File: config.mk
export PLATFORM = sky130hd
export DESIGN_NAME = code_lock_ctrl
export DESIGN_NICKNAME = d
export VERILOG_FILES = /design/src/rtl/code_lock_ctrl.sv
export SDC_FILE = /design/constraint.sdc
export NUM_CORES = 1
export LEC_CHECK = 0
export BUFFER_PORTS_ARGS = -buffer_cell sky130_fd_sc_hd__buf_2
export CAP_MARGIN = 20
export CORE_MARGIN = 2
export CORE_UTILIZATION = 40
export DETAILED_ROUTE_END_ITERATION = 12
export HOLD_SLACK_MARGIN = 0.08
export PLACE_DENSITY = 0.66
export SYNTH_ARGS = -nofsm -noshare
export SYNTH_HDL_FRONTEND = slang
export SYNTH_SLANG_ARGS = --single-unit
File: constraint.sdc
create_clock -name clk -period 8.5 [get_ports clk]
set_input_delay 0.85 -clock clk [delete_from_list [all_inputs] [get_ports clk]]
set_output_delay 0.85 -clock clk [all_outputs]
set_load 0.05 [all_outputs]
File: src/rtl/code_lock_ctrl.sv
// Keypad code-lock controller: edge-detects scanner key pulses, sequences code
// entry/compare, unlock hold, failed-attempt lockout and code reprogramming.
module code_lock_ctrl #(
   parameter int unsigned CODE_LEN    = 4,
   parameter logic [15:0] CODE_RST    = 16'h1234,
   parameter int unsigned MAX_FAIL    = 3,
   parameter int unsigned LOCK_CYCLES = 1024,
   parameter int unsigned OPEN_CYCLES = 4096
) (
   input  logic        clk,
   input  logic        rst_n,
   input  logic [8:0]  dig_key,
   input  logic        fn_key,
   input  logic        clr_key,
   input  logic        ok_key,
   input  logic        start_key,
   output logic        unlocked,
   output logic        alarm,
   output logic        err,
   output logic        match,
   output logic [2:0]  state,
   output logic [2:0]  digit_cnt,
   output logic [15:0] disp,
   output logic [2:0]  fail_cnt
);

   typedef enum logic [2:0] {
      S_IDLE  = 3'd0,
      S_ENTRY = 3'd1,
      S_CHECK = 3'd2,
      S_OPEN  = 3'd3,
      S_PROG  = 3'd4,
      S_LOCK  = 3'd5
   } state_t;

   localparam int unsigned   MAXC    = (LOCK_CYCLES > OPEN_CYCLES) ? LOCK_CYCLES : OPEN_CYCLES;
   localparam int unsigned   TW      = $clog2(MAXC);
   localparam logic [TW-1:0] OPEN_LD = TW'(OPEN_CYCLES - 1);
   localparam logic [TW-1:0] LOCK_LD = TW'(LOCK_CYCLES - 1);
   localparam logic [2:0]    LEN3    = 3'(CODE_LEN);
   localparam logic [2:0]    MAXF3   = 3'(MAX_FAIL);

   state_t        state_q, state_d;
   logic [15:0]   code_q, code_d;
   logic [15:0]   disp_q, disp_d;
   logic [2:0]    cnt_q, cnt_d;
   logic [2:0]    fail_q, fail_d;
   logic [TW-1:0] tmr_q, tmr_d;
   logic          unl_q, unl_d;
   logic          alarm_q, alarm_d;
   logic          err_q, err_d;
   logic          match_q, match_d;

   logic [8:0]    dig_prev_q;
   logic          fn_prev_q, clr_prev_q, ok_prev_q, start_prev_q;

   logic [8:0]    dig_rise;
   logic          fn_rise, clr_rise, ok_rise, start_rise;
   logic          ev_clr, ev_ok, ev_start, ev_fn, ev_dig;
   logic [3:0]    dig_val;
   logic          tmr_exp;
   logic [2:0]    fail_inc;

   assign dig_rise   = dig_key & ~dig_prev_q;
   assign fn_rise    = fn_key & ~fn_prev_q;
   assign clr_rise   = clr_key & ~clr_prev_q;
   assign ok_rise    = ok_key & ~ok_prev_q;
   assign start_rise = start_key & ~start_prev_q;

   // One winning event per cycle: clr > ok > start > fn > digit.
   assign ev_clr   = clr_rise;
   assign ev_ok    = ok_rise & ~clr_rise;
   assign ev_start = start_rise & ~clr_rise & ~ok_rise;
   assign ev_fn    = fn_rise & ~clr_rise & ~ok_rise & ~start_rise;
   assign ev_dig   = $onehot(dig_rise) & ~clr_rise & ~ok_rise & ~start_rise & ~fn_rise;

   always_comb begin
      dig_val = 4'd0;
      for (int i = 0; i < 9; i++) begin
         if (dig_rise[i]) dig_val = 4'(i + 1);
      end
   end

   assign tmr_exp  = (tmr_q == '0);
   assign fail_inc = (fail_q < MAXF3) ? fail_q + 3'd1 : fail_q;

   always_comb begin
      state_d = state_q;
      code_d  = code_q;
      disp_d  = disp_q;
      cnt_d   = cnt_q;
      fail_d  = fail_q;
      tmr_d   = tmr_q;
      err_d   = 1'b0;
      match_d = 1'b0;

      case (state_q)
         S_IDLE: begin
            if (ev_start) begin
               state_d = S_ENTRY;
               disp_d  = '0;
               cnt_d   = '0;
            end
         end

         S_ENTRY: begin
            if (ev_clr) begin
               state_d = S_IDLE;
               disp_d  = '0;
               cnt_d   = '0;
            end else if (ev_ok) begin
               state_d = S_CHECK;
            end else if (ev_start) begin
               disp_d = '0;
               cnt_d  = '0;
            end else if (ev_dig) begin
               if (cnt_q < LEN3) begin
                  disp_d = {disp_q[11:0], dig_val};
                  cnt_d  = cnt_q + 3'd1;
               end else begin
                  err_d = 1'b1;
               end
            end
         end

         S_CHECK: begin
            disp_d = '0;
            cnt_d  = '0;
            if (cnt_q == LEN3 && disp_q == code_q) begin
               match_d = 1'b1;
               fail_d  = '0;
               state_d = S_OPEN;
               tmr_d   = OPEN_LD;
            end else begin
               err_d  = 1'b1;
               fail_d = fail_inc;
               if (fail_inc == MAXF3) begin
                  state_d = S_LOCK;
                  tmr_d   = LOCK_LD;
               end else begin
                  state_d = S_IDLE;
               end
            end
         end

         S_OPEN: begin
            tmr_d = tmr_q - 1'b1;
            if (tmr_exp || ev_clr || ev_start) begin
               state_d = S_IDLE;
            end else if (ev_fn) begin
               state_d = S_PROG;
               disp_d  = '0;
               cnt_d   = '0;
            end
         end

         // The OPEN hold timer keeps running while reprogramming.
         S_PROG: begin
            tmr_d = tmr_q - 1'b1;
            if (tmr_exp) begin
               state_d = S_IDLE;
               disp_d  = '0;
               cnt_d   = '0;
            end else if (ev_clr) begin
               state_d = S_OPEN;
               disp_d  = '0;
               cnt_d   = '0;
            end else if (ev_ok) begin
               disp_d = '0;
               cnt_d  = '0;
               if (cnt_q == LEN3) begin
                  code_d  = disp_q;
                  match_d = 1'b1;
                  state_d = S_OPEN;
                  tmr_d   = OPEN_LD;
               end else begin
                  err_d = 1'b1;
               end
            end else if (ev_dig) begin
               if (cnt_q < LEN3) begin
                  disp_d = {disp_q[11:0], dig_val};
                  cnt_d  = cnt_q + 3'd1;
               end else begin
                  err_d = 1'b1;
               end
            end
         end

         S_LOCK: begin
            tmr_d = tmr_q - 1'b1;
            if (tmr_exp) begin
               state_d = S_IDLE;
               fail_d  = '0;
            end
         end

         default: begin
            state_d = S_IDLE;
            disp_d  = '0;
            cnt_d   = '0;
         end
      endcase

      unl_d   = (state_d == S_OPEN) || (state_d == S_PROG);
      alarm_d = (state_d == S_LOCK);
   end

   always_ff @(posedge clk or negedge rst_n) begin
      if (!rst_n) begin
         state_q      <= S_IDLE;
         code_q       <= CODE_RST;
         disp_q       <= '0;
         cnt_q        <= '0;
         fail_q       <= '0;
         tmr_q        <= '0;
         unl_q        <= 1'b0;
         alarm_q      <= 1'b0;
         err_q        <= 1'b0;
         match_q      <= 1'b0;
         dig_prev_q   <= '0;
         fn_prev_q    <= 1'b0;
         clr_prev_q   <= 1'b0;
         ok_prev_q    <= 1'b0;
         start_prev_q <= 1'b0;
      end else begin
         state_q      <= state_d;
         code_q       <= code_d;
         disp_q       <= disp_d;
         cnt_q        <= cnt_d;
         fail_q       <= fail_d;
         tmr_q        <= tmr_d;
         unl_q        <= unl_d;
         alarm_q      <= alarm_d;
         err_q        <= err_d;
         match_q      <= match_d;
         dig_prev_q   <= dig_key;
         fn_prev_q    <= fn_key;
         clr_prev_q   <= clr_key;
         ok_prev_q    <= ok_key;
         start_prev_q <= start_key;
      end
   end

   assign unlocked  = unl_q;
   assign alarm     = alarm_q;
   assign err       = err_q;
   assign match     = match_q;
   assign state     = state_q;
   assign digit_cnt = cnt_q;
   assign disp      = disp_q;
   assign fail_cnt  = fail_q;

endmodule

==> metrics.md, run 1 <==
| Metric | Value |
|---|---|
| Yosys warns | 0 |
| Synth cell types | 64 |
| Clock skew | 0.00728 ns |
| Outcome | finished clean |
| Gp weighted congestion | 0.848 |
| TritonCTS Sinks | 70 |
| Longest Clk Path Bufs | 2 |
| Worst ir drop on vdd | ~0.12 mV |
| Post-synth ARST share | 100% |
| Ant. Diodes | 0 |
| Sequential-to-total area share from yosys stat | between 40 and 50% |
| Setup slack at placement | ~3.1 ns |
| Critical Path Max Stage Delay | roughly 0.6 ns |
| Drt via density | 5.38 |
| Worst-margin pin slew | 0.859 ns |
| Pwr/cell area | 160 nW/um^2 |
| Core area | between 8000 and 9000 sq um |
| Die Height | slightly below 100 um |
| Net switching power | ~0.17 mW |
| Number of synthesized flops with an enable pin | 0 |
| Startpoint types | input pin |
| Final slew viol count | 0 |
| First-pass GRT wire length | approximately 12000 um |
| Syn Std Cell Area | ~3600 sq um |
| Starting DRC count in detailed routing | 92 |
| Clock power share | 42.3% |
| Util after Layout | approximately 47% |
| Critical-path cell list | buf_2, nand2b_1, fa_1, inv_1, fa_1, fa_1, inv_1, fa_1, fa_1, nand3b_1, nor4_1, and2b_1, nor2b_2, a32o_1 |
| CP max stage cell | nor2b_2 |
| Crit path max fanout | 18 |
| Critical path's top delay family | adder cells |
| H-tree depth | 3 |
| Die area | around 10000 sq um |
| Clock latency on the worst-skew pair | roughly 0.35 ns |
| Register bit total from synthesis | 70 |
| Pre-antenna DRT Iters | 4 |
| Initial core utilization | 41.4% |
| Pin count of the biggest net entering global routing | 71 |
| Yosys top cell by area | dfrtp_1 |
| Initial antenna violation count | 0 |
| Worst Setup End Kind | flip-flop |
| Congestion Overflow GR | 0 |
| Area contributors post-synth | dfrtp_1, mux2_2, a22o_1, dfstp_2, xnor2_1 |
| WL final | ~7100 um |
| Mean post-synth cell area | between 10 and 15 sq um |
| Post-synth top flop | dfrtp_1 |
| Vias in the first global route | 2537 |
| Ports | 44 |
| Final period utilization | 58.6% |
| Layout cells sized above 1 | 26.7% |
| Syn Nets | 348 |
| Worst hold path class | reg2reg |
| RSZ-0062 raised after global routing | no |
| Data arrival time of the critical path | 5.26 ns |
| GRT Total Usage | 15.5% |
| FP Rows | 34 |
| Port Buffers | 43 |
| Top cell type's share of synthesized area | ~45% |
| Root Buffer | clkbuf_8 |
| Critical Path RT | 8.79 ns |
| Post-CTS Setup Bufs | 0 |
| Remaining antenna violation count | 0 |
| Combinational Power Share | 6.4% |
| Final TNS setup | 0 ns |
| Worst setup margin | 3.52 ns |
| Cts hold-fix bufs | 0 |
| Clk slew on worst S/H paths | 0.08 ns |
| Net Sw Frac | 25.2% |
| Leak | ~1.9 nW |
| DRC | 0 |
| Final hold vios | 0 |
| Crit path buf inv count | 3 |
| # Max-Cap Violations | 0 |
| Layout Nets | a little under 400 |
| DPL Wire Length | around 5000 um |
| Cell Int Power | 0.491 mW |
| Register share of total power | 51.3% |
| Total power | 0.656 mW |
| DIE WIDTH | approximately 99 um |
| Setup-violating endpoint count in the final report | 0 |
| Fin Hold WS | 0.511 ns |
| Reg2reg setup slack | 3.66 ns |
| Routed len/inst | 14.7 um |
| CTS resizes | 0 |
| Rel. slew slack | about 43% |
| Vias | approximately 2600 |
| WS Path Type | in2reg |
| Max Clk Rate | 201 MHz |
| CTS Buf Count | 9 |
| CTS tree | built |
| Most frequent CP cell | fa_1 |
| Syn-to-layout area delta | 13.4% |
| Tmin final | 4.98 ns |
| Post-Synthesis Cells | 321 |
-- flip-flops by register name, summed over array words and instances, names as in the netlist --
register / flops
fn_prev_q: 1
dig_prev_q: 9
unlocked: 1
disp: 16
clr_prev_q: 1
match: 1
alarm: 1
digit_cnt: 3
ok_prev_q: 1
code_q: 16
state: 3
tmr_q: 12
err: 1
fail_cnt: 3
start_prev_q: 1
-- path summary, 6_finish.rpt --
kind | to | depth (start not counted) | start
setup / recovery | disp[2]$_DFFE_PN0P_ | 14 | dig_key[0]
hold / removal | tmr_q[0]$_DFFE_PN0P_ | 1 | tmr_q[0]$_DFFE_PN0P_
setup reg to reg | disp[2]$_DFFE_PN0P_ | 13 | dig_prev_q[0]$_DFF_PN0_
hold reg to reg | tmr_q[0]$_DFFE_PN0P_ | 1 | tmr_q[0]$_DFFE_PN0P_
max in group asynchronous | disp[6]$_DFFE_PN0P_ | 2 | rst_n
min in group asynchronous | state[0]$_DFF_PN0_ | 2 | rst_n
-- stage by stage --
stage | std cells | area (sq um)
floorplan | 321 | 3610
global placement | 462 | 3880
detailed placement | 463 | 3890
CTS | 479 | 4090
global route | 479 | 4090
finish | 479 | 4090
-- placed cells by master, fill, tap and decap left out, types with 2 or more instances in the layout --
cell | synthesis | layout
mux2_2 | 16 | 16
or2_2 | 2 | 2
nor4_2 | 2 | 2
nand2b_1 | 10 | 10
a22o_1 | 16 | 16
a31oi_1 | 3 | 3
and2b_1 | 2 | 2
nor3_1 | 6 | 6
nand3b_1 | 2 | 2
nand4_1 | 5 | 5
buf_2 | 2 | 44
clkinvlp_4 | 0 | 2
a211o_1 | 2 | 2
nor4_1 | 3 | 3
xnor2_1 | 15 | 15
dfrtp_1 | 65 | 65
a21o_1 | 3 | 3
fa_1 | 5 | 5
nand2_1 | 15 | 15
inv_6 | 0 | 3
inv_1 | 16 | 16
xor2_1 | 3 | 3
o31ai_1 | 2 | 2
a21oi_1 | 12 | 12
and2_1 | 4 | 4
nand3_1 | 5 | 5
o21ai_0 | 26 | 26
nor2_1 | 15 | 15
ha_1 | 7 | 7
o41ai_1 | 2 | 2
nor2b_1 | 7 | 7
clkbuf_8 | 0 | 9
or3_1 | 4 | 4
dfstp_2 | 5 | 5
a32o_1 | 3 | 3
-- final cells by class --
type,count,area [sq um]
clock inverters,7,80.1
inverters,16,60.1
clock buffers,9,124
well taps,108,135
fillers,831,4630
multi-input cells,224,1710
repair buffers,45,228
flip-flops and latches,70,1760
-- cell usage after synthesis, types with 4 or more instances --
master and n:
fa_1 5, dfrtp_1 65, nand3_1 5, mux2_2 16
a22o_1 16, and2_1 4, nand2_1 15, ha_1 7
inv_1 16, dfstp_2 5, a21oi_1 12, or3_1 4
nor2b_1 7, nand2b_1 10, nand4_1 5, nor2_1 15
xnor2_1 15, nor3_1 6, o21ai_0 26
-- per-layer routing --
metal  vias up  GRT usage [%]  share of wire [%]
met4         0           5.69                1.5
met3         8           4.18                4.7
met5         -              0                  0
met2        59           23.5                 46
li1       1247              -                  -
met1      1265           21.3                 48
-- kinds of logic after synthesis --
logic type               after synthesis  share of synthesized area (%)
adder cells (fa/ha/maj)               12                           5.20
buffers and inverters                 27                           3.95
flip-flops                            70                           48.7
AO/OA/AOI/OAI                         83                           16.3
AND/OR/NAND/NOR                       94                           16.2
XOR/XNOR                              18                           4.37
multiplexers                          17                           5.30
-- power groups by stage --
| stage | combinational, mW | sequential, mW | clock [mW] |
|---|---|---|---|
| after floorplan | 0.0254 | 0.344 | 0 |
| after global placement | 0.0403 | 0.343 | 0 |
| after detailed placement | 0.0427 | 0.343 | 0 |
| after CTS | 0.0431 | 0.337 | 0.286 |
| after global routing | 0.0496 | 0.337 | 0.302 |
| final | 0.0417 | 0.337 | 0.278 |
No activity file was read; power rests on OpenSTA's default activity.
==> inputs of run 2 (changes only) <==
clock period = 4.7 ns   (was 8.5 ns; I/O delays follow)
==> run 2 against run 1 <==
Effect of this change: critical path type is now reg2reg; utilization grew 0.14 points; setup slack worse by 3.2 ns; largest cell class unchanged; sequential power is 81% higher; cell count grew 0.42%; via count grew 0.58%; die area is the same; sequential share of layout area fell by 0.13 points.
==> metrics.md, run 2 (same netlist as run 1, synthesis figures left out) <==
| Metric | Value |
|---|---|
| Ant. Diodes | 0 (unchanged) |
| Vias | 2594 (+0.58%) |
| Routed len/inst | 14.7 um (about the same) |
| Tmin final | ~4.4 ns |
| Clock power share | 41.4% (-0.9 points) |
| TritonCTS Sinks | 70 (unchanged) |
| Leak | 1.90 nW (+0.72%) |
| Pre-antenna DRT Iters | 4 (unchanged) |
| Worst-margin pin slew | 0.832 ns (-0.0277 ns) |
| Dpl cell area | 3910 sq um (+0.39%) |
| Cts hold-fix bufs | 0 (unchanged) |
| Total power | 1.18 mW (+79%) |
| Drt via density | 5.39 (+0.16%) |
| Final TNS setup | 0 ns (unchanged) |
| Rel. slew slack | 44.4% (+1.7 points) |
| CTS Buf Count | 9 (unchanged) |
| Final hold vios | 0 (unchanged) |
| Setup-violating endpoint count in the final report | 0 (unchanged) |
| Most common cell after layout, fill and taps aside | dfrtp_1 |
| CTS tree | built |
| Fin Hold WS | 0.169 ns (-0.343 ns) |
| DIE WIDTH | 99.0 um (unchanged) |
| Clk slew on worst S/H paths | 0.08 ns (about the same) |
| Root Buffer | clkbuf_8 |
| Final period utilization | 92.8% |
| Data arrival time of the critical path | 4.64 ns (-0.62 ns) |
| Pin count of the biggest net entering global routing | 42 (-41%) |
| Final slew viol count | 0 (unchanged) |
| Clock latency on the worst-skew pair | 0.34 ns (about the same) |
| Die area | 9800 sq um (unchanged) |
| Layout Nets | 395 (+0.51%) |
| Combinational Power Share | 6.7% (+0.3 points) |
| Initial core utilization | 41.4% (unchanged) |
| CTS resizes | 0 (unchanged) |
| Worst Setup End Kind | flip-flop |
| Initial antenna violation count | 0 (unchanged) |
| WS Path Type | reg2reg |
| Max Clk Rate | 229 MHz |
| Pwr/cell area | 286 nW/um^2 (+79%) |
| Post-CTS Setup Bufs | 0 (unchanged) |
| Layout cells sized above 1 | 26.8% (+0.13 points) |
| Syn-to-layout area delta | 13.8% |
| Clock skew | 0.0110 ns (+0.00376 ns) |
| Crit path max fanout | 18 (unchanged) |
| GRT Total Usage | 15.5% (+0.057 points) |
| # Max-Cap Violations | 0 (unchanged) |
| Congestion Overflow GR | 0 (unchanged) |
| Vias in the first global route | 2605 (+2.7%) |
| DPL Wire Length | 5150 um (+3.1%) |
| Remaining antenna violation count | 0 (unchanged) |
| Starting DRC count in detailed routing | 120 (+30%) |
| Longest Clk Path Bufs | 2 (unchanged) |
| Port Buffers | 43 (unchanged) |
| DRC | 0 (unchanged) |
| First-pass GRT wire length | 12400 um (+0.72%) |
| RSZ-0062 raised after global routing | no |
| Most frequent cells in the layout | dfrtp_1, buf_2, o21ai_0 |
| WL final | 7090 um (+0.51%) |
| Outcome | finished clean |
| Gp weighted congestion | 0.846 (-0.31%) |
| Register share of total power | 51.8% (+0.5 points) |
| Cell Int Power | 0.899 mW (+83%) |
| Non-filler cells, final | 481 (+0.42%) |
| FP Rows | 34 (unchanged) |
| Worst ir drop on vdd | 0.190 mV (+62%) |
| Net switching power | 0.277 mW (+67%) |
| Ports | 44 (unchanged) |
| Startpoint types | flip-flop |
| Core area | 8720 sq um (unchanged) |
| H-tree depth | 3 (unchanged) |
| Critical Path RT | 4.98 ns (-3.81 ns) |
| Die Height | 99.0 um (unchanged) |
| Finished Cell Area | 4110 sq um (+0.31%) |
| Worst hold path class | in2async |
| Net Sw Frac | 23.5% (-1.6 points) |
| Placed insts | 465 (+0.43%) |
run 2: path summary, 6_finish.rpt:
kind,start,to,slack (ns),depth (start not counted)
max in group asynchronous,rst_n,code_q[12]$_DFFE_PN1P_,3.53,2
worst min-delay path,rst_n,err$_DFF_PN0_,0.17,1
worst min register to register,tmr_q[3]$_DFFE_PN0P_,tmr_q[3]$_DFFE_PN0P_,0.51,1
min in group clk,dig_key[2],dig_prev_q[2]$_DFF_PN0_,0.24,1
worst max-delay path,dig_prev_q[0]$_DFF_PN0_,disp[1]$_DFFE_PN0P_,0.34,14
worst max register to register,dig_prev_q[0]$_DFF_PN0_,disp[1]$_DFFE_PN0P_,0.34,14
run 2: layout make-up:
cell class / instances / area (sq um)
clock inverter: 5 / 60.1
clock buffer: 11 / 141
sequential: 70 / 1760
tap: 108 / 135
fill: 787 / 4610
timing repair buffer: 47 / 243
multi-input combinational: 224 / 1710
inverter: 16 / 60.1
run 2: through the flow:
stage / util, % / worst slack (ns)
floorplan: - / 0.403
global placement: 44.7 / 0.320
detailed placement: 44.8 / 0.193
CTS: 47.1 / 0.309
global route: 47.1 / 0.0270
finish: 47.1 / 0.337
run 2: power groups by stage:
stage | registers, mW | logic, mW | clock network, mW
6_report | 0.610 | 0.0791 | 0.487
5_1_grt | 0.610 | 0.0934 | 0.527
4_1_cts | 0.609 | 0.0812 | 0.500
3_5_place_dp | 0.621 | 0.0810 | 0
3_3_place_gp | 0.621 | 0.0752 | 0
2_1_floorplan | 0.621 | 0.0460 | 0
run 2: critical path, cell delays in order, from the launching register on:
cell	delay [ns]
dfrtp_1	0.36
nand2b_1	0.17
fa_1	0.55
inv_1	0.06
fa_1	0.50
fa_1	0.55
inv_1	0.06
fa_1	0.46
fa_1	0.49
nand3b_1	0.08
nor4_1	0.22
and2b_1	0.24
nor2b_2	0.16
buf_4	0.22
a32o_1	0.19
run 2: layer usage:
layer  vias up  global-route usage, %  part of all wire, %
met5         -                      0                    0
li1       1254                      -                    -
met1      1274                   20.9                   47
met2        58                   24.8                   47
met4         0                   4.95                  1.0
met3         8                   3.69                  4.8
==> inputs of run 3 (changes only) <==
CORE_MARGIN = unset   (was 2)
PLACE_DENSITY = 0.69   (was 0.66)
clock period = 3.49 ns   (was 4.7 ns; I/O delays follow)
==> run 3 against run 2 <==
Effect of this change: the run now ends with setup timing left; via count is 2.4% higher; first-iteration DRC count is 5.0% higher; register-to-register slack worse by 0.87 ns; cell count is 2.9% higher; total power is 37% higher; utilization is 2.3 points higher; largest cell class is now multi-input gates; largest power group unchanged; highest routed layer unchanged.
==> metrics.md, run 3 (same netlist as run 1, synthesis figures left out) <==
| Metric | Value |
|---|---|
| Clk slew on worst S/H paths | 0.09 ns (about the same) |
| Vias in the first global route | 2790 (+7.1%) |
| CTS Buf Count | 9 (unchanged) |
| Die Height | 97.0 um (-2.0%) |
| Pin count of the biggest net entering global routing | 38 (-9.5%) |
| First-pass GRT wire length | 13300 um (+7.6%) |
| Register area | 1760 sq um (unchanged) |
| Starting DRC count in detailed routing | 126 (+5.0%) |
| Crit path max fanout | 9 (-9) |
| Number of fill cells | 769 (-2.3%) |
| Drt via density | 5.36 (-0.54%) |
| Final period utilization | 115% (+23 points) |
| Ports | 44 (unchanged) |
| Pwr/cell area | 373 nW/um^2 (+30%) |
| Worst hold path class | in2async |
| Longest Clk Path Bufs | 2 (unchanged) |
| Worst ir drop on vdd | 0.240 mV (+26%) |
| Layout Nets | 409 (+3.5%) |
| Reg2reg setup slack | -0.54 ns (-0.87 ns) |
| TritonCTS Sinks | 70 (unchanged) |
| Most common cell after layout, fill and taps aside | dfrtp_1 |
| Ant. Diodes | 0 (unchanged) |
| Placed insts | 472 (+1.5%) |
| Rel. slew slack | 47.5% (+3.1 points) |
| RR Startpoint | dig_prev_q[0]$_DFF_PN0_ |
| Initial core utilization | 41.4% (unchanged) |
| Congestion Overflow GR | 0 (unchanged) |
| # Max-Cap Violations | 0 (unchanged) |
| Worst-margin pin slew | 0.788 ns (-0.0437 ns) |
| Startpoint types | flip-flop |
| Leak | 1.99 nW (+5.0%) |
| Max Clk Rate | 248 MHz (+8.3%) |
| Data arrival time of the critical path | 4.31 ns (-0.33 ns) |
| Tmin final | 4.03 ns (-0.335 ns) |
| Area of the multi-input gates | 1760 sq um (+3.1%) |
| Dpl cell area | 4000 sq um (+2.5%) |
| DIE WIDTH | 97.0 um (-2.0%) |
| Critical Path RT | 3.78 ns (-1.20 ns) |
| DPL Wire Length | 5290 um (+2.5%) |
| Met2 Use GR | 28.5% (+3.6 points) |
| Final hold vios | 0 (unchanged) |
| Grt peak-use layer | met2 |
| Die area | 9410 sq um (-4.0%) |
| CTS tree | built |
| Setup slack at placement | -0.632 ns (-0.825 ns) |
| RSZ-0062 raised after global routing | yes |
| Port Buffers | 43 (unchanged) |
| Clock skew | 0.0140 ns (+0.00291 ns) |
| Met3 Track Usage GR | 4.91% (+1.2 points) |
| Syn-to-layout area delta | 19.3% |
| Util after Layout | 49.4% (+2.3 points) |
| Layout cells sized above 1 | 31.3% (+4.5 points) |
| Gp weighted congestion | 0.822 (-2.8%) |
| R2R depth | 15 (+1) |
| H-tree depth | 3 (unchanged) |
| Most frequent cells in the layout | dfrtp_1, buf_2, o21ai_0 |
| Outcome | finished, violations left |
| Cts hold-fix bufs | 0 (unchanged) |
| Worst Setup End Kind | flip-flop |
| Clock latency on the worst-skew pair | 0.35 ns (about the same) |
| Final slew viol count | 0 (unchanged) |
| Initial antenna violation count | 0 (unchanged) |
| GRT Total Usage | 17.6% (+2.1 points) |
| Setup-violating endpoint count in the final report | 20 (+20) |
| DRC | 0 (unchanged) |
| Routed len/inst | 15.3 um (+3.9%) |
| Failing checks | setup timing |
| Non-filler cells, final | 495 (+2.9%) |
| Remaining antenna violation count | 0 (unchanged) |
| Worst setup margin | -0.537 ns (-0.875 ns) |
| Core area | 8720 sq um (unchanged) |
| Start point of the critical path | dig_prev_q[0]$_DFF_PN0_ |
| Total power | 1.61 mW (+37%) |
| WL final | 7580 um (+6.9%) |
| FP Rows | 34 (unchanged) |
| Pre-antenna DRT Iters | 5 (+1) |
| Root Buffer | clkbuf_8 |
| Vias | 2655 (+2.4%) |
| WS Path Type | reg2reg |
| FF-to-FF End | disp[5]$_DFFE_PN0P_ |
| Met1 GRT Util | 22.9% (+2.0 points) |
| Finished Cell Area | 4310 sq um (+4.9%) |
-- run 3: how the worst max path moves through the flow --
stage                                to
4_1_cts             disp[4]$_DFFE_PN0P_
5_1_grt            disp[12]$_DFFE_PN0P_
6_report            disp[5]$_DFFE_PN0P_
3_3_place_gp   digit_cnt[0]$_DFFE_PN0P_
2_1_floorplan       disp[1]$_DFFE_PN0P_
3_5_place_dp   digit_cnt[0]$_DFFE_PN0P_
-- run 3: per-layer routing --
metal  part of all wire (%)  routed length (um)  up-vias
met4                   0.88                  67        0
met5                      0                   0        -
met1                     46                3510     1290
met2                     48                3670       76
met3                    4.4                 332        6
li1                       -                   -     1283
-- run 3: critical path: stages (launching register included) --
cell	delay, ns
dfrtp_1	0.37
nand2b_4	0.14
fa_1	0.53
inv_1	0.05
fa_1	0.45
fa_1	0.49
inv_1	0.05
fa_2	0.35
fa_2	0.53
nand3b_1	0.08
nor4_2	0.17
and2b_2	0.19
nor2b_4	0.17
buf_4	0.15
buf_16	0.12
a22o_1	0.13
-- run 3: layout make-up --
class	instances	share of cell area, %
clock buffers	10	2.96
flip-flops and latches	70	40.8
inverters	16	1.39
clock inverters	6	1.63
repair buffers	59	9.12
multi-input cells	226	40.9
well taps	108	3.14
-- run 3: power breakdown --
group,total (mW),internal (mW),switching [mW]
registers,0.821,0.818,0.00238
clock network,0.663,0.337,0.326
logic,0.124,0.0528,0.0717
-- run 3: repair_timing --
action / in CTS / in global routing
buffers inserted: 3 / 0
resized for setup: 3 / 1
endpoints found under the setup margin: 20 / 20
pin swaps: 3 / 2
cloned: 4 / 0
-- run 3: per-stage QoR --
step / setup TNS [ns] / hold slack, ns
after floorplan: -9.19 / 0.0534
after global placement: -10.36 / 0.469
after detailed placement: -11.36 / 0.469
after CTS: -9.74 / 0.0867
after global routing: -14.06 / 0.0928
final: -9.70 / 0.0712
